[src/rtl/fir_sequencer.sv]
// FIR run sequencer: streams L coefficients and N samples from external RAMs,
// runs one multiply-accumulate per cycle, and writes saturated Q15 results.
module fir_sequencer #(
    parameter int WSP_MAX = 32,
    parameter int ACC_W   = 38
) (
    input  logic        clk_b,
    input  logic        rst_n,
    input  logic        Start,
    input  logic [5:0]  Ile_wsp,
    input  logic [13:0] Ile_probek,
    output logic        pracuje,
    output logic        DONE,
    output logic        FSM_MUX_CDC,
    output logic [4:0]  address_FIR,
    input  logic [15:0] wsp_data,
    output logic [13:0] probka_adres,
    input  logic [15:0] probka_data,
    output logic [15:0] wynik,
    output logic [13:0] wynik_adres,
    output logic        wynik_wr
);

    localparam int KW = (WSP_MAX > 1) ? $clog2(WSP_MAX) : 1;
    localparam logic signed [ACC_W-1:0] C_MAX = ACC_W'(32767);
    localparam logic signed [ACC_W-1:0] C_MIN = -(ACC_W'(32768));

    typedef enum logic [1:0] {S_IDLE, S_MAC, S_FLUSH, S_WRITE} state_t;

    state_t                   r_state;
    state_t                   w_next;
    logic                     r_start_q;
    logic                     r_armed;
    logic [KW-1:0]            r_k;
    logic [KW-1:0]            r_lm1;
    logic [13:0]              r_n;
    logic [13:0]              r_nm1;
    logic                     r_issue_q;
    logic                     r_pad_q;
    logic signed [ACC_W-1:0]  r_acc;
    logic                     r_done;

    logic                     w_start_edge;
    logic [KW:0]              w_l;
    logic                     w_run_ok;
    logic                     w_last_k;
    logic                     w_last_n;
    logic signed [31:0]       w_prod;
    logic signed [ACC_W-1:0]  w_prod_ext;
    logic signed [ACC_W-1:0]  w_sh;
    logic [15:0]              w_sat;

    // r_armed blocks a Start that is already high when reset releases.
    assign w_start_edge = Start & ~r_start_q & r_armed;
    assign w_l          = (int'(Ile_wsp) > WSP_MAX) ? (KW+1)'(WSP_MAX) : (KW+1)'(Ile_wsp);
    assign w_run_ok     = (w_l != '0) && (Ile_probek != 14'd0);
    assign w_last_k     = (r_k == r_lm1);
    assign w_last_n     = (r_n == r_nm1);

    assign w_prod     = $signed(wsp_data) * $signed(probka_data);
    assign w_prod_ext = {{(ACC_W-32){w_prod[31]}}, w_prod};
    assign w_sh       = r_acc >>> 15;

    always_comb begin
        w_sat = w_sh[15:0];
        if (w_sh > C_MAX) begin
            w_sat = 16'h7FFF;
        end else if (w_sh < C_MIN) begin
            w_sat = 16'h8000;
        end
    end

    always_ff @(posedge clk_b or negedge rst_n) begin
        if (!rst_n) begin
            r_state <= S_IDLE;
        end else begin
            r_state <= w_next;
        end
    end

    always_comb begin
        w_next = r_state;
        case (r_state)
            S_IDLE:  if (w_start_edge && w_run_ok) w_next = S_MAC;
            S_MAC:   if (w_last_k) w_next = S_FLUSH;
            S_FLUSH: w_next = S_WRITE;
            S_WRITE: w_next = w_last_n ? S_IDLE : S_MAC;
            default: w_next = S_IDLE;
        endcase
    end

    always_ff @(posedge clk_b or negedge rst_n) begin
        if (!rst_n) begin
            r_start_q <= 1'b0;
            r_armed   <= 1'b0;
            r_k       <= '0;
            r_lm1     <= '0;
            r_n       <= '0;
            r_nm1     <= '0;
            r_issue_q <= 1'b0;
            r_pad_q   <= 1'b0;
            r_acc     <= '0;
            r_done    <= 1'b0;
        end else begin
            r_start_q <= Start;
            if (!Start) r_armed <= 1'b1;
            r_issue_q <= (r_state == S_MAC);
            r_pad_q   <= (14'(r_k) > r_n);
            // Data for an address issued last cycle is on the inputs now.
            if (r_issue_q && !r_pad_q) r_acc <= r_acc + w_prod_ext;
            case (r_state)
                S_IDLE: begin
                    if (w_start_edge) begin
                        if (!w_run_ok) begin
                            r_done <= 1'b1;
                        end else begin
                            r_done <= 1'b0;
                            r_n    <= '0;
                            r_k    <= '0;
                            r_acc  <= '0;
                            r_lm1  <= KW'(w_l - 1'b1);
                            r_nm1  <= Ile_probek - 14'd1;
                        end
                    end
                end
                S_MAC: r_k <= r_k + 1'b1;
                S_WRITE: begin
                    r_acc <= '0;
                    r_k   <= '0;
                    if (w_last_n) r_done <= 1'b1;
                    else          r_n    <= r_n + 14'd1;
                end
                default: ;
            endcase
        end
    end

    assign pracuje      = (r_state != S_IDLE);
    assign FSM_MUX_CDC  = ~pracuje;
    assign DONE         = r_done;
    assign address_FIR  = (r_state == S_MAC) ? 5'(r_k) : 5'd0;
    assign probka_adres = (r_state == S_MAC) ? (r_n - 14'(r_k)) : 14'd0;
    assign wynik_wr     = (r_state == S_WRITE);
    assign wynik        = (r_state == S_WRITE) ? w_sat : 16'd0;
    assign wynik_adres  = (r_state == S_WRITE) ? r_n : 14'd0;

endmodule

[config.mk]
export PLATFORM = sky130hd
export DESIGN_NAME = fir_sequencer
export DESIGN_NICKNAME = d
export VERILOG_FILES = /design/src/rtl/fir_sequencer.sv
export SDC_FILE = /design/constraint.sdc
export NUM_CORES = 1
export LEC_CHECK = 0
export ABC_AREA = 1
export CORE_MARGIN = 1.5
export CORE_UTILIZATION = 35
export CTS_CLUSTER_DIAMETER = 50
export DETAILED_ROUTE_END_ITERATION = 7
export PLACE_DENSITY_LB_ADDON = 0.05
export SKIP_CTS_REPAIR_TIMING = 1
export SYNTH_ARGS = -nofsm -noshare
export SYNTH_HDL_FRONTEND = slang
export SYNTH_SLANG_ARGS = --single-unit
[constraint.sdc]
create_clock -name clk_b -period 5.51 [get_ports clk_b]
set_clock_uncertainty 0.1 [all_clocks]
set_input_delay 0.551 -clock clk_b [delete_from_list [all_inputs] [get_ports clk_b]]
set_output_delay 0.551 -clock clk_b [all_outputs]
set_load 0.05 [all_outputs]
After elaboration in Yosys (flattened, before gate mapping)
Cells that the tools add are included.

storage, ports and cells
  register bits after elaboration = 83
  input port bits = 55
  output and inout port bits = 53
  word-level logic and storage cells = 78

operators by class
  add/sub/neg operators = 6
  $mul = 1
  order comparisons = 4
  eq/ne operators = 11
  multiplexer cells = 26
  bitwise operators = 4
  reduce and logical (&&, ||, !) cells = 15

operators with widths
  kind                   number
  $mux 38                3
  $pmux 38 s2            1
  $mux 14                5
  $mux 16                3
  $add 38x32->38         1
  $mul 16x16->32         1
  $pmux 14 s2            1
  $gt 23x16->1 const B   1
  $lt 23x16->1 const B   1
  $mux 5                 3
  $pmux 5 s3             1
  $add 14x1->14 const B  1
  $eq 14x14->1           1
  $gt 5x14->1            1
  $reduce_bool 14->1     1
  $sub 14x1->14 const B  1
  $sub 14x5->14          1
  $ne 2x2->1 const B     5
  $reduce_and 3->1       3
  $pmux 2 s4             1
  $gt 6x6->1 const B     1
  $mux 6                 1
  $reduce_bool 6->1      1
  $add 5x1->5 const B    1
  other kinds (17)       27

Logic depth before layout (Yosys ltp)
Gate-level depths: netlist of the first run.

  depth in word-level cells = 7
  depth in mapped cells = 31
  mapped depth without buffers = 29

Least setup slack after synthesis of the first run
Ideal clock, no wire load.

  path type = input to register
  start = input wsp_data[15]
  end = register r_acc[36]
  setup time = 0.113 ns
  arrival = 6.031 ns
  data required time = 5.297 ns
  setup slack = -0.734 ns
  stages on the path = 24
  buffers on the path = 2
  cells stage by stage = clkbuf_1 > clkbuf_1 > nand2_1 > inv_1 > fa_1 > fa_1 > inv_1 > fa_1 > fa_1 > inv_1 > fa_1 > inv_1 > fa_1 > inv_1 > ha_1 > nand2_1 > nor2_1 > nand2_1 > nor2_1 > nand4_1 > nand4_1 > nand3_1 > nand2_1 > inv_1

between the ends
  cells in the longest elaborated chain, start to end = 6

RTL lines
  item                  line  RTL
  start, declared       16    input logic [15:0] wsp_data,
  $mul 16x16->32 (*)    60    assign w_prod = $signed(wsp_data) * $signed(probka_data);
  $add 38x32->38 (*)    110   if (r_issue_q && !r_pad_q) r_acc <= r_acc + w_prod_ext;
  $mux 38 (*)           110
  $mux 38               114   if (!w_run_ok) begin
  $mux 38               113   if (w_start_edge) begin
  $pmux 38 s2 (*)       111   case (r_state)
  end signal, assigned  110
  end, declared         40    logic signed [ACC_W-1:0] r_acc;

Mark *: on every way between the ends. The rest lies on a longest branch, timed or not.
A chain may end at the register's enable or synchronous reset.

Worst setup path in the final report of the first run
  start = input wsp_data[15]
  end = register r_acc[37]

The elaborated chain is that of the path after synthesis.

==> reports/qor.yml, run 1 <==
grt_max_degree: 66
cpMostUsedCell: "fa_2"
clk_pin_slew_ps: 70
cts_htree_levels: 3
io_pins: 108
hold_violations: 0
violations: "setup timing"
crit_type: "in -> reg"
hold_path_class: "reg -> reg"
ctsLongestPathBuffers: 2
drive_gt1_share_pct: 22.94
root_buffer: "clkbuf_16"
die_y_um: 229.9
syn_inst: 2413
die_w_um: 229.9
max_slew_margin_pct: 22.16
numCtsBuffers: 9
totalWireLength_um: 55520
overflow: 0
start_util_pct: 35.70
fillers: 5090
vias_per_cell: 4.555
drv_cap: 0
grtUsageTotal_pct: 20.09
place.gp.congestion: 0.8594
antenna_found_initial: 0
hpwl_um: 44180
fmax_mhz: 173.5
clk-insertion-delay-late_ps: 360
drt_first_pass_iters: 4
die-area_um2: 52850
crit_family: "adder cells"
holdWs_ps: 368.5
syn-num-nets: 2916
required_ps: 5660
vias: 15450
detail-route-antenna-nets: 0
status: "finished with violations"
worst_path_largest_cell_delay_ps: 620
wire_per_inst_um: 16.37
synth_warnings: 0
cp_max_fo: 8
coreArea_um2: 50480
area_growth_syn_to_layout_pct: 33.64
port_buffers: 107
drcViolationCount: 0
worstSetupEndpointType: "register"
cp.arrival_ps: 5920
crit_buf_inv: 10
start_kind: "primary input"
drtIter0Drc: 616
timing.final.crit_period_ps: 5764
final-setup-viol-count: 17
antenna_cells: 0
timing.final.crit_share_pct: 104.6
grt_first_pass_wirelength_um: 84320
rsz0062_at_grt: "true"
slowest_stage: "fa_2"
synth_cell_type_count: 43
cts_sinks: 83
nets: 3219
slew_viol_final: 0
first_global_vias: 15660
ys_seq_area_share_pct: 11.53
cts_tree: "built"
rows: 82
fin_ws_ps: -254.4
ys_ff_latch: 83
synth_area_um2: 18020
postSynthAreaPerCell_um2: 7.467
worst_pin_slew_ps: 1168
==> path summary, 6_finish.rpt <==
check / end / depth (start not counted) / slack, ps / start
worst max-delay path: r_acc[37]$_DFF_PN0_ / 26 / -250 / wsp_data[15]
worst min-delay path: r_armed$_DFFE_PN0N_ / 2 / 370 / r_armed$_DFFE_PN0N_
worst max register to register: r_acc[31]$_DFF_PN0_ / 20 / 770 / r_acc[15]$_DFF_PN0_
worst min register to register: r_armed$_DFFE_PN0N_ / 2 / 370 / r_armed$_DFFE_PN0N_
max in group asynchronous: r_acc[11]$_DFF_PN0_ / 3 / 3590 / rst_n
min in group asynchronous: r_acc[29]$_DFF_PN0_ / 2 / 510 / rst_n
==> stage by stage <==
step	setup WS, ps	util [%]	setup TNS, ps	cells	cell area (µm²)
finish	-254.4	47.70	-1770	3392	24080
global placement	-1212	42.71	-24020	3284	21560
floorplan	-107.3	-	-598.1	2413	18480
detailed placement	-1222	42.71	-24170	3284	21560
global route	-481.5	47.70	-5882	3392	24080
CTS	-861.2	43.29	-13650	3299	21850
==> synthesized netlist by cell type, drive strengths merged <==
cell,instances,share of area [%]
a21o,1,0.042
a22oi,1,0.042
o21ai,65,1.8
nand3b,5,0.21
o41ai,1,0.049
a21boi,1,0.042
nor4,5,0.17
nor3,20,0.58
buf,17,0.55
o31ai,1,0.042
a211oi,6,0.31
or2,13,0.45
o21bai,7,0.29
nand4,16,0.56
nand2b,1,0.035
clkbuf,78,1.6
nand3,81,2.3
clkinv,2,0.042
xnor2,25,1.2
a21oi,94,2.6
o2111ai,1,0.049
inv,672,14
fa,323,36
ha,125,8.7
nor2,129,2.8
dfrtp,83,12
and3,1,0.035
nand2,615,13
xor2,24,1.2
==> worst min-delay path, cell delays in order, from the launching register on <==
cell and delay, ps:
dfrtp_1 350, inv_1 40, nand2_1 50
==> layout by cell type, fill, tap and decap left out, types with 9 or more instances in the layout <==
cell             synthesis  final
or2_2                   12     11
nand3_1                 80     68
nand4_1                 16     16
buf_12                   0     33
inv_1                  670    622
nor2_4                   1     24
o21ai_1                 11     27
dlymetal6s2s_1           0      9
xor2_1                  24     20
buf_4                    1    206
o21ai_0                 54     35
nor2_2                   2     18
clkdlybuf4s50_1          0     75
ha_4                     0     27
ha_1                   125     96
nand3_2                  0     12
fa_2                     0     25
nand2_1                610    524
nor2_1                 126     87
nand2_4                  1     33
buf_6                    2     36
xnor2_1                 25     25
a21oi_4                  0     11
a21oi_1                 94     68
a21oi_2                  0     15
dfrtp_1                 83     83
fa_1                   323    298
nor3_1                  19     16
nand2_2                  4     58
clkbuf_16                0     22
inv_2                    2     46
==> cells by family after synthesis <==
| logic type | synth area share, % |
|---|---|
| buffers and inverters | 16.22 |
| AOI/OAI and AO/OA | 5.277 |
| adders and majority gates | 44.57 |
| xor gates and xnor gates | 2.382 |
| DFF | 11.53 |
| and+or+nand+nor | 20.03 |
==> routing by layer <==
layer,track usage (%),routed length (µm),up-vias
li1,-,-,7586
met1,27.93,25400,7625
met2,34.84,28100,196
met3,1.364,1218,44
met4,3.166,798,0
met5,0,0,-
==> state kept, by name (all words and copies together) (netlist names) <==
register,count
r_state,2
r_lm1,5
r_n,14
r_nm1,14
r_pad_q,1
r_k,5
r_armed,1
r_acc,38
DONE,1
r_start_q,1
r_issue_q,1
==> cell type report <==
class,count,area (µm²),share of cell area (%)
Multi-Input combinational cell,1561,14390,59.75
Timing Repair Buffer,387,3941,16.37
Inverter,674,2541,10.55
Sequential cell,83,2077,8.626
Tap cell,672,840.8,3.492
Clock buffer,10,229.0,0.9509
Clock inverter,5,63.81,0.2650
Power of run 1 is not shown: default switching activity piles up to over one toggle a cycle in this logic, so the estimate is an artifact.
==> inputs of run 2 (changes only) <==
--- a/config.mk
+++ b/config.mk
@@ -5,7 +5,6 @@
 export SDC_FILE = /design/constraint.sdc
 export NUM_CORES = 1
 export LEC_CHECK = 0
-export ABC_AREA = 1
 export CORE_MARGIN = 1.5
 export CORE_UTILIZATION = 35
 export CTS_CLUSTER_DIAMETER = 50
==> run 2 against run 1 <==
The run ends with DRC, setup timing left; highest routed layer unchanged; via count shrank 15%; register-to-register slack lost 580 ps; worst hold slack lost 260 ps; synthesized cell count shrank 23%; global-route usage shrank 0.58 points; worst setup slack lost 430 ps; critical path depth shrank 3; wire length shrank 15%; non-clock buffer count grew 12; flip-flop and latch count is the same; area after synthesis shrank 7.9%; final cell count shrank 17%; critical path type unchanged.
==> reports/qor.yml, run 2 <==
status: "finished with violations"  # unchanged
violations: "DRC, setup timing"  # was setup timing
clk_pin_slew_ps: 60  # was 70 ps
reg2regPathDepth: 16  # was 20
fillers: 4556  # was 5090
grt_max_degree: 44  # was 66
max_slew_margin_pct: 37.76  # was 22.16%
regMostFlops: "r_acc"  # unchanged
synth_top_area_share_pct: 38.95  # was 35.89%
synth_cell_type_count: 62  # was 43
crit_type: "in -> reg"  # unchanged
synth_area_um2: 16600  # was 18020 µm²
reg_top3: "r_acc x38, r_n x14, r_nm1 x14"  # unchanged
rsz0062_at_grt: "true"  # unchanged
synth_area_leaders: "fa_1 (39%), dfrtp_1 (13%), ha_1 (9.4%), inv_1 (8.8%), nand2_1 (5.0%)"  # was fa_1 (36%), inv_1 (14%), nand2_1 (13%), dfrtp_1 (12%), ha_1 (8.7%)
drcViolationCount: 1  # was 0
syn-num-nets: 2359  # was 2916
regArea_um2: 2077  # unchanged
nets: 2704  # was 3219
synth_edf_count: 0  # unchanged
cpMostUsedCell: "fa_1"  # was fa_2
overflow: 0  # unchanged
hpwl_um: 38130  # was 44180 µm
layout_commonest_cell: "inv_1"  # unchanged
crit-reg2reg-launch: "r_acc[10]$_DFF_PN0_"  # was r_acc[15]$_DFF_PN0_
syn_inst: 1856  # was 2413
first_global_vias: 13590  # was 15660
hold_violations: 0  # unchanged
vias: 13180  # was 15450
numCtsBuffers: 9  # unchanged
port_buffers: 107  # unchanged
antenna_found_initial: 0  # unchanged
multiInputGateArea_um2: 13740  # was 14390 µm²
detail-route-antenna-nets: 0  # unchanged
ys_seq_area_share_pct: 12.51  # was 11.53%
synth.most_common_cell: "inv_1"  # unchanged
cts_htree_levels: 3  # unchanged
root_buffer: "clkbuf_16"  # unchanged
area_growth_syn_to_layout_pct: 34.81  # was 33.64%
slew_viol_final: 0  # unchanged
fin_area_um2: 22380  # was 24080 µm²
hold_path_class: "in -> async"  # was reg -> reg
rr_endpoint: "r_acc[37]$_DFF_PN0_"  # was r_acc[31]$_DFF_PN0_
start_util_pct: 35.58  # was 35.70%
crit_path_cell_trace: "buf_6 > buf_12 > buf_8 > and2_4 > fa_1 > inv_2 > fa_1 > inv_2 > fa_1 > ha_1 > inv_2 > fa_1 > inv_2 > fa_1 > ha_4 > a2111o_1 > o211a_1 > a32o_1 > a21oi_2 > a221oi_2 > buf_4 > and4bb_1 > a311o_2"
worst_path_largest_cell_delay_ps: 580  # was 620 ps
grt_first_pass_wirelength_um: 74290  # was 84320 µm
rows: 79  # was 82
drt_first_pass_iters: 8  # was 4
cp_max_fo: 4  # was 8
ys_ff_latch: 83  # unchanged
vias_per_cell: 4.684  # was 4.555
worst_pin_slew_ps: 933.6  # was 1168 ps
drive_gt1_share_pct: 24.16  # was 22.94%
worstSetupEndpointType: "register"  # unchanged
die_y_um: 220.8  # was 229.9 µm
final-setup-viol-count: 25  # was 17
cp.arrival_ps: 6320  # was 5920 ps
cp-startpoint: "wsp_data[4]"  # was wsp_data[15]
drv_cap: 0  # unchanged
async_flop_share_pct: 100.0  # unchanged
timing.final.crit_period_ps: 6194  # was 5764 ps
synth_warnings: 0  # unchanged
fin_ws_ps: -684.4  # was -254.4 ps
final_cell_mix: "inv_1 (354), fa_1 (300), buf_4 (210)"  # was inv_1 (622), nand2_1 (524), fa_1 (298)
start_kind: "primary input"  # unchanged
synth_top_area_cell: "fa_1"  # unchanged
postSynthAreaPerCell_um2: 8.944  # was 7.467 µm²
drtIter0Drc: 448  # was 616
timing.final.crit_share_pct: 112.4  # was 104.6%
die_w_um: 220.8  # was 229.9 µm
holdWs_ps: 107.4  # was 368.5 ps
wire_per_inst_um: 16.84  # was 16.37 µm
placed_area_um2: 20260  # was 21560 µm²
ys_top_cells_by_count: "inv_1 (389), fa_1 (323), nand2_1 (220)"  # was inv_1 (670), nand2_1 (610), fa_1 (323)
antenna_cells: 0  # unchanged
largest_reg_flops: 38  # unchanged
synthFlopType: "dfrtp_1"  # unchanged
endpoint: "r_acc[37]$_DFF_PN0_"  # unchanged
slowest_stage: "fa_1"  # was fa_2
required_ps: 5630  # was 5660 ps
io_pins: 108  # unchanged
totalWireLength_um: 47370  # was 55520 µm
fmax_mhz: 161.4  # was 173.5 MHz
die-area_um2: 48740  # was 52850 µm²
coreArea_um2: 46650  # was 50480 µm²
place.gp.congestion: 0.8000  # was 0.8594
cts_sinks: 83  # unchanged
clk-insertion-delay-late_ps: 340  # was 360 ps
cts_tree: "built"  # unchanged
grtUsageTotal_pct: 19.50  # was 20.09%
reg2reg_slack_ps: 190  # was 770 ps
ctsLongestPathBuffers: 2  # unchanged
[run 2: changes by cell type after synthesis, moves of 18 or more]
cell / before / now
a21oi_1: 94 / 65
and2_1: 0 / 127
clkbuf_1: 77 / 59
inv_1: 670 / 389
nand2_1: 610 / 220
nand3_1: 80 / 28
xnor2_1: 25 / 63
[run 2: layout make-up]
type | count | share of cell area [%]
Inverter | 390 | 6.559
Multi-Input combinational cell | 1317 | 61.41
Clock inverter | 5 | 0.1677
Sequential cell | 83 | 9.282
Tap cell | 607 | 3.394
Timing Repair Buffer | 399 | 18.07
Timing Repair inverter | 1 | 0.03355
Clock buffer | 11 | 1.085
[run 2: worst min path at each step]
stage	startpoint	end	slack (ps)	cells past startpoint
2_1_floorplan	rst_n	DONE$_DFFE_PN0P_	160	0
3_3_place_gp	r_armed$_DFFE_PN0N_	r_armed$_DFFE_PN0N_	350	1
3_5_place_dp	r_armed$_DFFE_PN0N_	r_armed$_DFFE_PN0N_	360	1
4_1_cts	rst_n	r_nm1[7]$_DFFE_PN0P_	120	1
5_1_grt	rst_n	r_nm1[7]$_DFFE_PN0P_	130	1
6_report	rst_n	r_nm1[7]$_DFFE_PN0P_	110	1
[run 2: per-layer routing]
layer | global-route usage, % | part of all wire (%) | vias to the layer above
li1 | - | - | 6351
met1 | 28.56 | 47 | 6597
met2 | 31.87 | 48 | 180
met3 | 1.924 | 2.9 | 49
met4 | 2.725 | 2.3 | 0
met5 | 0 | 0 | -
[run 2: cell families after synthesis]
logic type / count (synthesis) / synth area share, %
fa+ha+maj: 448 / 48.38
buf+inv: 456 / 10.36
flops: 83 / 12.51
xor+xnor: 84 / 4.432
simple gates: 590 / 17.06
compound gates: 192 / 7.063
mux: 3 / 0.1960
[run 2: through the flow]
stage,cells,setup WS [ps],TNS [ps],utilization (%)
after detailed placement,2696,-1491,-30600,43.43
after global routing,2813,-863.2,-14810,47.96
after floorplan,1856,-562.3,-4502,-
final,2813,-684.4,-10010,47.96
after global placement,2696,-1426,-30700,43.43
after CTS,2712,-1188,-21080,44.03
[run 2: critical path: cells and delay by family]
kind	cells	cell delay [ps]
and+or+nand+nor	2	320
adders and majority gates	7	3140
buffers and inverters	8	660
AOI/OAI and AO/OA	6	1640
Power of run 2 is left out for the same reason.
